<file path="config.mk">
export PLATFORM = sky130hd
export DESIGN_NAME = pipeline_hazard_ctrl
export DESIGN_NICKNAME = d
export VERILOG_FILES = /design/src/rtl/pipeline_hazard_ctrl.sv
export SDC_FILE = /design/constraint.sdc
export NUM_CORES = 1
export LEC_CHECK = 0
export ABC_AREA = 1
export CAP_MARGIN = 20
export CELL_PAD_IN_SITES_DETAIL_PLACEMENT = 1
export CELL_PAD_IN_SITES_GLOBAL_PLACEMENT = 1
export CORE_MARGIN = 2
export CORE_UTILIZATION = 23
export CTS_CLUSTER_SIZE = 14
export DETAILED_ROUTE_END_ITERATION = 7
export GPL_ROUTABILITY_DRIVEN = 0
export PLACE_DENSITY = 0.91
export REMOVE_ABC_BUFFERS = 1
export SYNTH_ARGS = -nofsm -noshare
export SYNTH_HDL_FRONTEND = slang
export SYNTH_SLANG_ARGS = --single-unit
</file>
<file path="constraint.sdc">
create_clock -name clk_i -period 1.2 [get_ports clk_i]
set_input_delay 0.18 -clock clk_i [delete_from_list [all_inputs] [get_ports clk_i]]
set_output_delay 0.18 -clock clk_i [all_outputs]
set_load 0.03 [all_outputs]
</file>
<file path="src/rtl/pipeline_hazard_ctrl.sv">
// Pipeline hazard controller for a classic 5-stage in-order pipeline.
//   - Detects load-use hazards between ID and a load in EX and inserts one
//     bubble by holding PC/IF-ID and flushing ID-EX.
//   - Flushes IF-ID and ID-EX on a taken branch/jump resolved in EX.
//   - Freezes the front of the pipe for MD_LATENCY cycles per mul/div.
//   - Selects EX operand forwarding from EX/MEM (2'b10) or MEM/WB (2'b01).
// Ports:
//   clk_i, rst_ni                    clock, async active-low reset
//   id_rs1_i/id_rs2_i, id_use_*_i    decode-stage sources and their use flags
//   ex_rs1_i/ex_rs2_i/ex_rd_i        EX-stage sources and destination
//   ex_mem_read_i, ex_md_start_i     EX holds a load / first cycle of mul/div
//   ex_branch_taken_i                branch/jump taken in EX
//   mem_rd_i/wb_rd_i, *_reg_write_i  later-stage destinations and write enables
//   stall_*_o, flush_*_o             pipeline register hold / bubble controls
//   fwd_a_o, fwd_b_o                 EX operand source selects
//   md_busy_o                        mul/div sequencing active
module pipeline_hazard_ctrl #(
  parameter int unsigned MD_LATENCY = 4
) (
  input  logic       clk_i,
  input  logic       rst_ni,
  input  logic [4:0] id_rs1_i,
  input  logic [4:0] id_rs2_i,
  input  logic       id_use_rs1_i,
  input  logic       id_use_rs2_i,
  input  logic [4:0] ex_rs1_i,
  input  logic [4:0] ex_rs2_i,
  input  logic [4:0] ex_rd_i,
  input  logic       ex_mem_read_i,
  input  logic       ex_md_start_i,
  input  logic       ex_branch_taken_i,
  input  logic [4:0] mem_rd_i,
  input  logic [4:0] wb_rd_i,
  input  logic       mem_reg_write_i,
  input  logic       wb_reg_write_i,
  output logic       stall_if_o,
  output logic       stall_id_o,
  output logic       stall_ex_o,
  output logic       flush_id_o,
  output logic       flush_ex_o,
  output logic [1:0] fwd_a_o,
  output logic [1:0] fwd_b_o,
  output logic       md_busy_o
);

  localparam logic [0:0] S_RUN     = 1'b0;
  localparam logic [0:0] S_MD_BUSY = 1'b1;

  // The start cycle itself is one stalled cycle and the counter expires at
  // zero, so loading LATENCY-2 yields exactly LATENCY stalled cycles.
  localparam logic [3:0] MD_LOAD = 4'(MD_LATENCY - 2);

  logic [0:0] state_q, state_d;
  logic [3:0] md_cnt_q, md_cnt_d;
  logic       load_use;

  function automatic logic [1:0] fwd_sel(input logic [4:0] rs,
                                         input logic [4:0] m_rd, input logic m_we,
                                         input logic [4:0] w_rd, input logic w_we);
    if (m_we && (m_rd != '0) && (m_rd == rs))      return 2'b10;
    else if (w_we && (w_rd != '0) && (w_rd == rs)) return 2'b01;
    else                                           return 2'b00;
  endfunction

  assign load_use = ex_mem_read_i && (ex_rd_i != '0) &&
                    ((id_use_rs1_i && (id_rs1_i == ex_rd_i)) ||
                     (id_use_rs2_i && (id_rs2_i == ex_rd_i)));

  always_comb begin
    state_d    = state_q;
    md_cnt_d   = md_cnt_q;
    stall_if_o = 1'b0;
    stall_id_o = 1'b0;
    stall_ex_o = 1'b0;
    flush_id_o = 1'b0;
    flush_ex_o = 1'b0;
    md_busy_o  = 1'b0;
    fwd_a_o    = 2'b00;
    fwd_b_o    = 2'b00;

    // Outputs are gated by reset so the pipe sees no controls during reset.
    if (rst_ni) begin
      fwd_a_o = fwd_sel(ex_rs1_i, mem_rd_i, mem_reg_write_i, wb_rd_i, wb_reg_write_i);
      fwd_b_o = fwd_sel(ex_rs2_i, mem_rd_i, mem_reg_write_i, wb_rd_i, wb_reg_write_i);

      if (state_q == S_MD_BUSY) begin
        stall_if_o = 1'b1;
        stall_id_o = 1'b1;
        stall_ex_o = 1'b1;
        md_busy_o  = 1'b1;
        if (md_cnt_q == '0) begin
          state_d = S_RUN;
        end else begin
          md_cnt_d = md_cnt_q - 4'd1;
        end
      end else if (ex_md_start_i) begin
        stall_if_o = 1'b1;
        stall_id_o = 1'b1;
        stall_ex_o = 1'b1;
        md_busy_o  = 1'b1;
        state_d    = S_MD_BUSY;
        md_cnt_d   = MD_LOAD;
      end else if (ex_branch_taken_i) begin
        flush_id_o = 1'b1;
        flush_ex_o = 1'b1;
      end else if (load_use) begin
        stall_if_o = 1'b1;
        stall_id_o = 1'b1;
        flush_ex_o = 1'b1;
      end
    end
  end

  always_ff @(posedge clk_i or negedge rst_ni) begin
    if (!rst_ni) begin
      state_q  <= S_RUN;
      md_cnt_q <= '0;
    end else begin
      state_q  <= state_d;
      md_cnt_q <= md_cnt_d;
    end
  end

endmodule

</file>
### Word-level counts from Yosys, hierarchy flattened

Index checks and enable logic that the tools add are counted.
W data, S select, Z words.

* $add $sub $neg: 1
* reduce and logical (&&, ||, !) cells: 17
* multiplexer cells: 27
* eq/ne operators: 7

Operators with widths (count)
* $eq A5 B5 Y1: 6
* $mux W1: 20
* $reduce_bool A5 Y1: 3
* $mux W4: 3
* $logic_and A1 B1 Y1: 10
* $mux W2: 4
* $logic_not A4 Y1: 1
* $sub A4 B1 Y4 const B: 1
* $reduce_and A3 Y1: 1
* $ne A2 B2 Y1 const B: 1
* $reduce_bool A2 Y1: 1
* $logic_or A1 B1 Y1: 1

* flip-flop bits (word level): 5
* word-level logic and storage cells: 54
* input port bits: 44
* output and inout port bits: 10

### Depth between registers and ports, before layout

* depth after elaboration: 9
* gate-level depth with buffers: 9
* gate-level depth less buffers: 8

### Least setup slack after synthesis

Ideal clock, no wire load.

* path kind: in2out
* start: in ex_rs2_i[0]
* end: out fwd_b_o[1]
* slack: -0.355 ns
* buffers on the path: 0
* data required time: 1.020 ns
* arrival: 1.375 ns
* cell stages on the path: 4
* path through: xor2_1 nor2_1 nand2_1 nor4_1

* longest elaborated chain between the ends: 4

Ends and longest elaborated chain
* start, declared: line 27 `input logic [4:0] ex_rs2_i,`
* $eq A5 B5 Y1: line 60 `if (m_we && (m_rd != '0) && (m_rd == rs)) return 2'b10;`
* $logic_and A1 B1 Y1: line 60
* $mux W2: line 60
* $mux W2: line 82 `if (rst_ni) begin`
* end, declared: line 42 `output logic [1:0] fwd_b_o,`

No other way between the ends.

### Worst setup path in the final report

* start: reg state_q
* end: out stall_id_o

* longest elaborated chain between the ends: 2

Ends and longest elaborated chain
* start, declared: line 53 `logic [0:0] state_q, state_d;`
* start signal, assigned: line 119 `state_q <= state_d;`
* $mux W1: line 86 `if (state_q == S_MD_BUSY) begin`
* $mux W1: line 82
* end, declared: line 37 `output logic stall_id_o,`

No other way between the ends.

==> metrics.yaml <==
drt:
  wl_met3_um: 150
  drt_pass1_iterations: 4
  postRouteAntennaNets: 0
  vias: 1187
  top_layer: "met4"
  wl_per_cell_um: 12.03
  met2_wirelength_mm: 1.724
  dr.first_iter.drc_count: 13
  wl_met1_mm: 1.340
  vias_per_cell: 4.413
  drc: 0
  wirelength_mm: 3.235
clocking:
  worst_skew_pair.late_latency_ns: 0.23
  clock-sinks: 5
  cts_buffers: 3
  cts.path.max_buffers: 2
  cts-htree-levels: 1
  ctsHoldBuffers: 0
  cts-root-buf: "clkbuf_8"
  clk_pin_slew_ns: 0.03
  cts_tree: "done"
critical_path:
  worstSetupStartpointType: "register"
  regToRegSetupSlack_ns: -0.07
  cp_slowest_cell: "dfrtp_1"
  required_ns: 1.02
  crit_arrival_ns: 1.17
  cp_top_family: "flip-flops"
  path_cells: "nor2_4 -> buf_12 -> nor2_8 -> inv_2 -> o21ai_2 -> buf_6"
  reg2reg_from: "state_q"
  crit_buf_inv: 3
  regToRegEndpoint: "md_cnt_q[1]"
  reg2reg_depth: 8
  cpPeakStageDelay_ns: 0.40
  path_class: "register to primary output"
  cp-end-kind: "primary output"
  worstPathMaxFanout: 3
  critPathLaunch: "state_q"
timing:
  hold_violations: 0
  worst_pin_slew_ns: 0.2285
  period_share_pct: 112.9
  rsz0062_at_grt: "yes"
  relSlewSlack_pct: 84.71
  finalMaxSlewViolations: 0
  fmaxAchievable_mhz: 738.2
  fin_skew_ns: 0.003505
  fin_hold_ws_ns: 0.02488
  setup_viol: 13
  setup_ws_ns: -0.1547
  period_needed_ns: 1.355
yosys:
  syn_area_per_cell_sq_um: 5.751
  ys_warn_count: 0
  synth_area_sq_um: 868.3
  synth_cell_types: 22
  syn_inst: 151
  ys_ff_latch: 5
  seq_area_frac_synth_pct: 14.41
final_layout:
  syn_to_final_growth_pct: 102.0
  final_cells: 269
  drive_gt1_share_pct: 52.49
  fillerInstances: 482
  diodes: 0
  fin_util_pct: 48.28
  fin_nets: 268
status:
  outcome: "complete, but fails checks"
  violations: "negative setup slack"
placement:
  numPortBuffers: 53
  place_ws_ns: -0.5542
  dp_hpwl_mm: 2.577
  place_inst: 257
grt:
  track_usage_pct: 15.51
  grt_max_degree: 7
  grt_overflow_total: 0
  antenna_found_initial: 0
  grt_pass1_vias: 1253
  grt_pass1_wl_mm: 5.244
worst_hold_path:
  hp-class: "primary input to async pin"
run:
  cap_violations: 0
die:
  dieWidth_um: 65.45
  initial_utilization_pct: 23.90
  ios: 54
  core_area_sq_um: 3633
  die_area_sq_um: 4283
  die_h_um: 65.45
  num_rows: 22
power:
  peakVddDrop_mv: 0.3016
  p_leak_nw: 0.9065
  p_per_area_nw_per_um2: 907.0
==> area by class of cell <==
type	instances	area, sq um	share of cell area (%)
Sequential cell	5	125.1	7.133
Timing Repair Buffer	68	605.6	34.52
Inverter	29	113.9	6.491
Multi-Input combinational cell	115	804.5	45.86
Clock buffer	4	45.04	2.568
Tap cell	48	60.06	3.424
==> repair_timing <==
item	4_1_cts	5_1_grt
gates resized for setup	219	21
setup endpoints to repair	14	15
pin swaps	61	17
setup buffers	4	4
==> logic make-up (layout without fill, tap and decap cells) <==
group	after synthesis	after routing	share of synthesized area (%)
buffers and inverters	31	101	14.55
adder cells (fa/ha/maj)	2	2	2.881
AND/OR/NAND/NOR	79	79	38.62
flip-flops	5	5	14.41
XOR/XNOR	19	19	19.16
AO/OA/AOI/OAI	15	15	10.38
==> flip-flops by register name, indices dropped and copies added (netlist names) <==
signal,cells
md_cnt_q,4
state_q,1
==> cells in the final DEF, fill, tap and decap left out, types with 3 or more instances in the layout <==
| cell | n |
|---|---|
| nand2_1 | 35 |
| buf_6 | 25 |
| buf_2 | 16 |
| buf_4 | 15 |
| inv_1 | 14 |
| inv_2 | 13 |
| nor2_1 | 13 |
| xor2_1 | 9 |
| nor2_2 | 7 |
| nand2_2 | 6 |
| o21ai_1 | 5 |
| nand3_1 | 5 |
| dfrtp_1 | 5 |
| xnor2_1 | 4 |
| xnor2_2 | 4 |
| dlygate4sd2_1 | 4 |
| clkbuf_8 | 3 |
==> cell usage after synthesis (all sizes together) <==
library cell	count	area (sq um)
nand2	42	157.7
inv	29	111.4
nor2	23	105.1
xor2	11	96.34
o21ai	10	61.31
nand3	8	40.04
xnor2	8	70.07
dfrtp	5	125.1
nor3	4	20.02
a21oi	3	15.01
buf	2	15.01
ha	2	25.02
a31oi	1	6.260
nand4	1	6.260
nor4	1	6.260
o31ai	1	7.510
==> worst reg2reg max path: stages, from the launching register on <==
cell and delay, ns:
dfrtp_1 0.40, nor2_4 0.16, buf_12 0.12, nor2_8 0.03, buf_4 0.14, o21ai_4 0.09
inv_4 0.09, nor2_2 0.09, a31oi_1 0.04
==> routing by layer <==
layer  vias to the layer above  global-route usage (%)
met5                         -                       0
met4                         0                   4.688
met3                         2                   1.541
met2                        42                   29.97
met1                       546                   17.71
li1                        597                       -
==> power by group <==
group | total, mW | switching [mW] | internal (mW)
Clock | 0.317 | 0.0888 | 0.229
Sequential | 0.280 | 0.0512 | 0.229
Combinational | 0.993 | 0.509 | 0.484
==> worst max-delay path by stage <==
stage / cells past startpoint / end / slack, ns
floorplan: 8 / stall_id_o / -0.38
global placement: 5 / fwd_b_o[1] / -0.53
detailed placement: 10 / stall_if_o / -0.55
CTS: 8 / fwd_b_o[0] / -0.19
global route: 6 / stall_id_o / -0.21
finish: 6 / stall_id_o / -0.15
==> metrics by stage <==
step	area (sq um)	total power [mW]	setup TNS [ns]
after CTS	1645	1.505	-1.022
after floorplan	853.3	0.6646	-1.493
after detailed placement	1471	1.031	-5.848
after global routing	1754	1.718	-2.315
after global placement	1471	1.002	-5.297
final	1754	1.591	-1.349
Note: power is estimated with default switching activity, not from simulation.
==> patch, RTL diff (config.mk and constraints unchanged) <==
Reset style: synchronous (`rst_ni`), changed in one clocked block. Comments in the files are not updated.
--- a/src/rtl/pipeline_hazard_ctrl.sv
+++ b/src/rtl/pipeline_hazard_ctrl.sv
@@ -112,5 +112,5 @@
   end
 
-  always_ff @(posedge clk_i or negedge rst_ni) begin
+  always_ff @(posedge clk_i) begin
     if (!rst_ni) begin
       state_q  <= S_RUN;
Function: no difference found for any inputs over 10 cycles, from zero or initial values and one cycle with rst_ni low; that may be too few to reach the edited logic, so the function may still have changed.
==> patch against the unedited design <==
- the run still ends with setup timing left
- sequential cell count unchanged
- via count grew 1.9%
- sequential power down 27%
- power decreased by 26%
- worst setup slack improved by 0.0055 ns
- die area down 3.9%
- area after synthesis decreased by 4.2%
- wire length grew 25%
- non-clock buffer count fell by 2
- global-route usage up 1.6 points
- final area grew 5.9%
- critical path type is now input pin to output pin
- largest power group unchanged
==> patch: results (changes against the unedited design) <==
Wirelength per Cell=15.1 µm (+26%); Largest regs=md_cnt_q x4, state_q x1; synth cell count leaders=nand2_1 (41), inv_1 (25), nor2_1 (23), nand3_1 (12), xor2_1 (10); Crit Path Max Fanout=2 (-1); placed insts=260 (+1.2%); number of distinct library cells after synthesis=21 (-4.5%); post-synthesis xor/xnor area fraction=0.179 (-0.0127); complex-gate fraction of the synthesized area=0.0872 (-0.0165); drt total wl=4040 µm (+25%); clock latency at the later pin of the worst-skew pair=0.27 ns (+0.04 ns); vias in the first global route=1325 (+5.7%); layout cell share with drive strength beyond 1=0.652 (+0.127); failing checks=setup timing; initial antenna violation count=0 (unchanged); Post-Synth Adder-Cell Area=0.0150 (-0.0138); DR vias/cell=4.53 (+2.6%); hold crit path type=input pin to flop; DR WL met2=2450 µm (+42%); fill count=417 (-13%); Num CTS Buffers=3 (unchanged); post-place setup slack=-0.583 ns (-0.0292 ns); CP arrival=1.17 ns (about the same); Setup-failing EPs final=10 (-3); post-synth top area cell=nand2_1; wire length on met3=121 µm (-19%); drt initial violations=19 (+6); clock root buffer=clkbuf_4; DP Area=1460 µm² (-1.1%); Tightest Pin Transition=0.224 ns (-0.00451 ns); Leak=0.000918 µW (+1.3%); largest net degree at the start of global routing=6 (-1); Max VDD drop=0.254 mV (-16%); final net count=267 (-0.37%); Net Sw Frac=0.421 (+0.0136); Synth area leaders=nand2_1 (18%), dfxtp_1 (12%), inv_1 (11%), xor2_1 (11%), nor2_1 (10%); status=finished, violations left; final worst slack=-0.149 ns (+0.00545 ns); Clk pin slew, worst setup/hold paths=0.05 ns (+0.02 ns); Post-Syn Instances=153 (+1.3%); M1 WL=1410 µm (+5.3%); first-pass GRT wire length=5540 µm (+5.6%); Overall Global Routing Usage=0.171 (+0.0160); GR Util met2=0.371 (+0.0713); Sequential Area=103 µm² (-18%); count of port buffers added during placement=53 (unchanged); post-synthesis sequential area ratio=0.120 (-0.0238); share of flip-flops with an asynchronous set or reset=0 (-1.00); drt pass-1 iters=3 (-1); Setup Skew=0.00986 ns (+0.00636 ns); synth warn=0 (unchanged); HPWL Detailed=2540 µm (-1.5%); M1 GR Usage=0.159 (-0.0185); grt met3 use=0.0158 (+0.000434); H-tree Lvls=1 (unchanged); Top FF cell, synth=dfxtp_1
patch: through the flow:
| step | setup TNS (ns) | hold slack, ns |
|---|---|---|
| 3_3_place_gp | -4.48 | 0.445 |
| 6_report | -0.719 | 0.346 |
| 4_1_cts | -0.464 | 0.441 |
| 3_5_place_dp | -4.96 | 0.455 |
| 5_1_grt | -1.16 | 0.386 |
| 2_1_floorplan | -2.38 | 0.303 |
patch: critical path, cell delays in order:
cell     delay [ns]
buf_2          0.11
nand2_1        0.06
nand2_1        0.09
nor2_2         0.14
nand3_1        0.12
nand2_2        0.10
nand2_4        0.07
a21oi_4        0.16
buf_6          0.15
patch: layout make-up:
class / count / area share
Inverter: 29 / 0.0734
Clock buffer: 4 / 0.0141
Sequential cell: 5 / 0.0552
Timing Repair Buffer: 66 / 0.335
Tap cell: 46 / 0.0310
Multi-Input combinational cell: 117 / 0.491
patch: repair_timing:
item | CTS | global route
setup buffers | 2 | 1
setup endpoints to repair | 10 | 14
gates resized for setup | 210 | 98
hold buffers | 0 | 0
pin swaps | 59 | 45
patch: path summary, 6_finish.rpt:
check,startpoint,slack [ns],depth (start not counted),to
hold / removal,rst_ni,0.35,4,md_cnt_q[1]$_SDFFE_PN0P_
setup / recovery,id_rs1_i[3],-0.15,9,flush_ex_o
hold reg to reg,md_cnt_q[0]$_SDFFE_PN0P_,0.46,2,md_cnt_q[0]$_SDFFE_PN0P_
setup reg to reg,state_q$_SDFF_PN0_,0.10,7,md_cnt_q[3]$_SDFFE_PN0P_
patch: power groups by stage:
stage	Combinational [µW]	Clock (µW)	Sequential, µW
3_5_place_dp	542	0	200
6_report	743	225	203
2_1_floorplan	258	0	202
3_3_place_gp	526	0	199
5_1_grt	798	231	206
4_1_cts	578	216	199
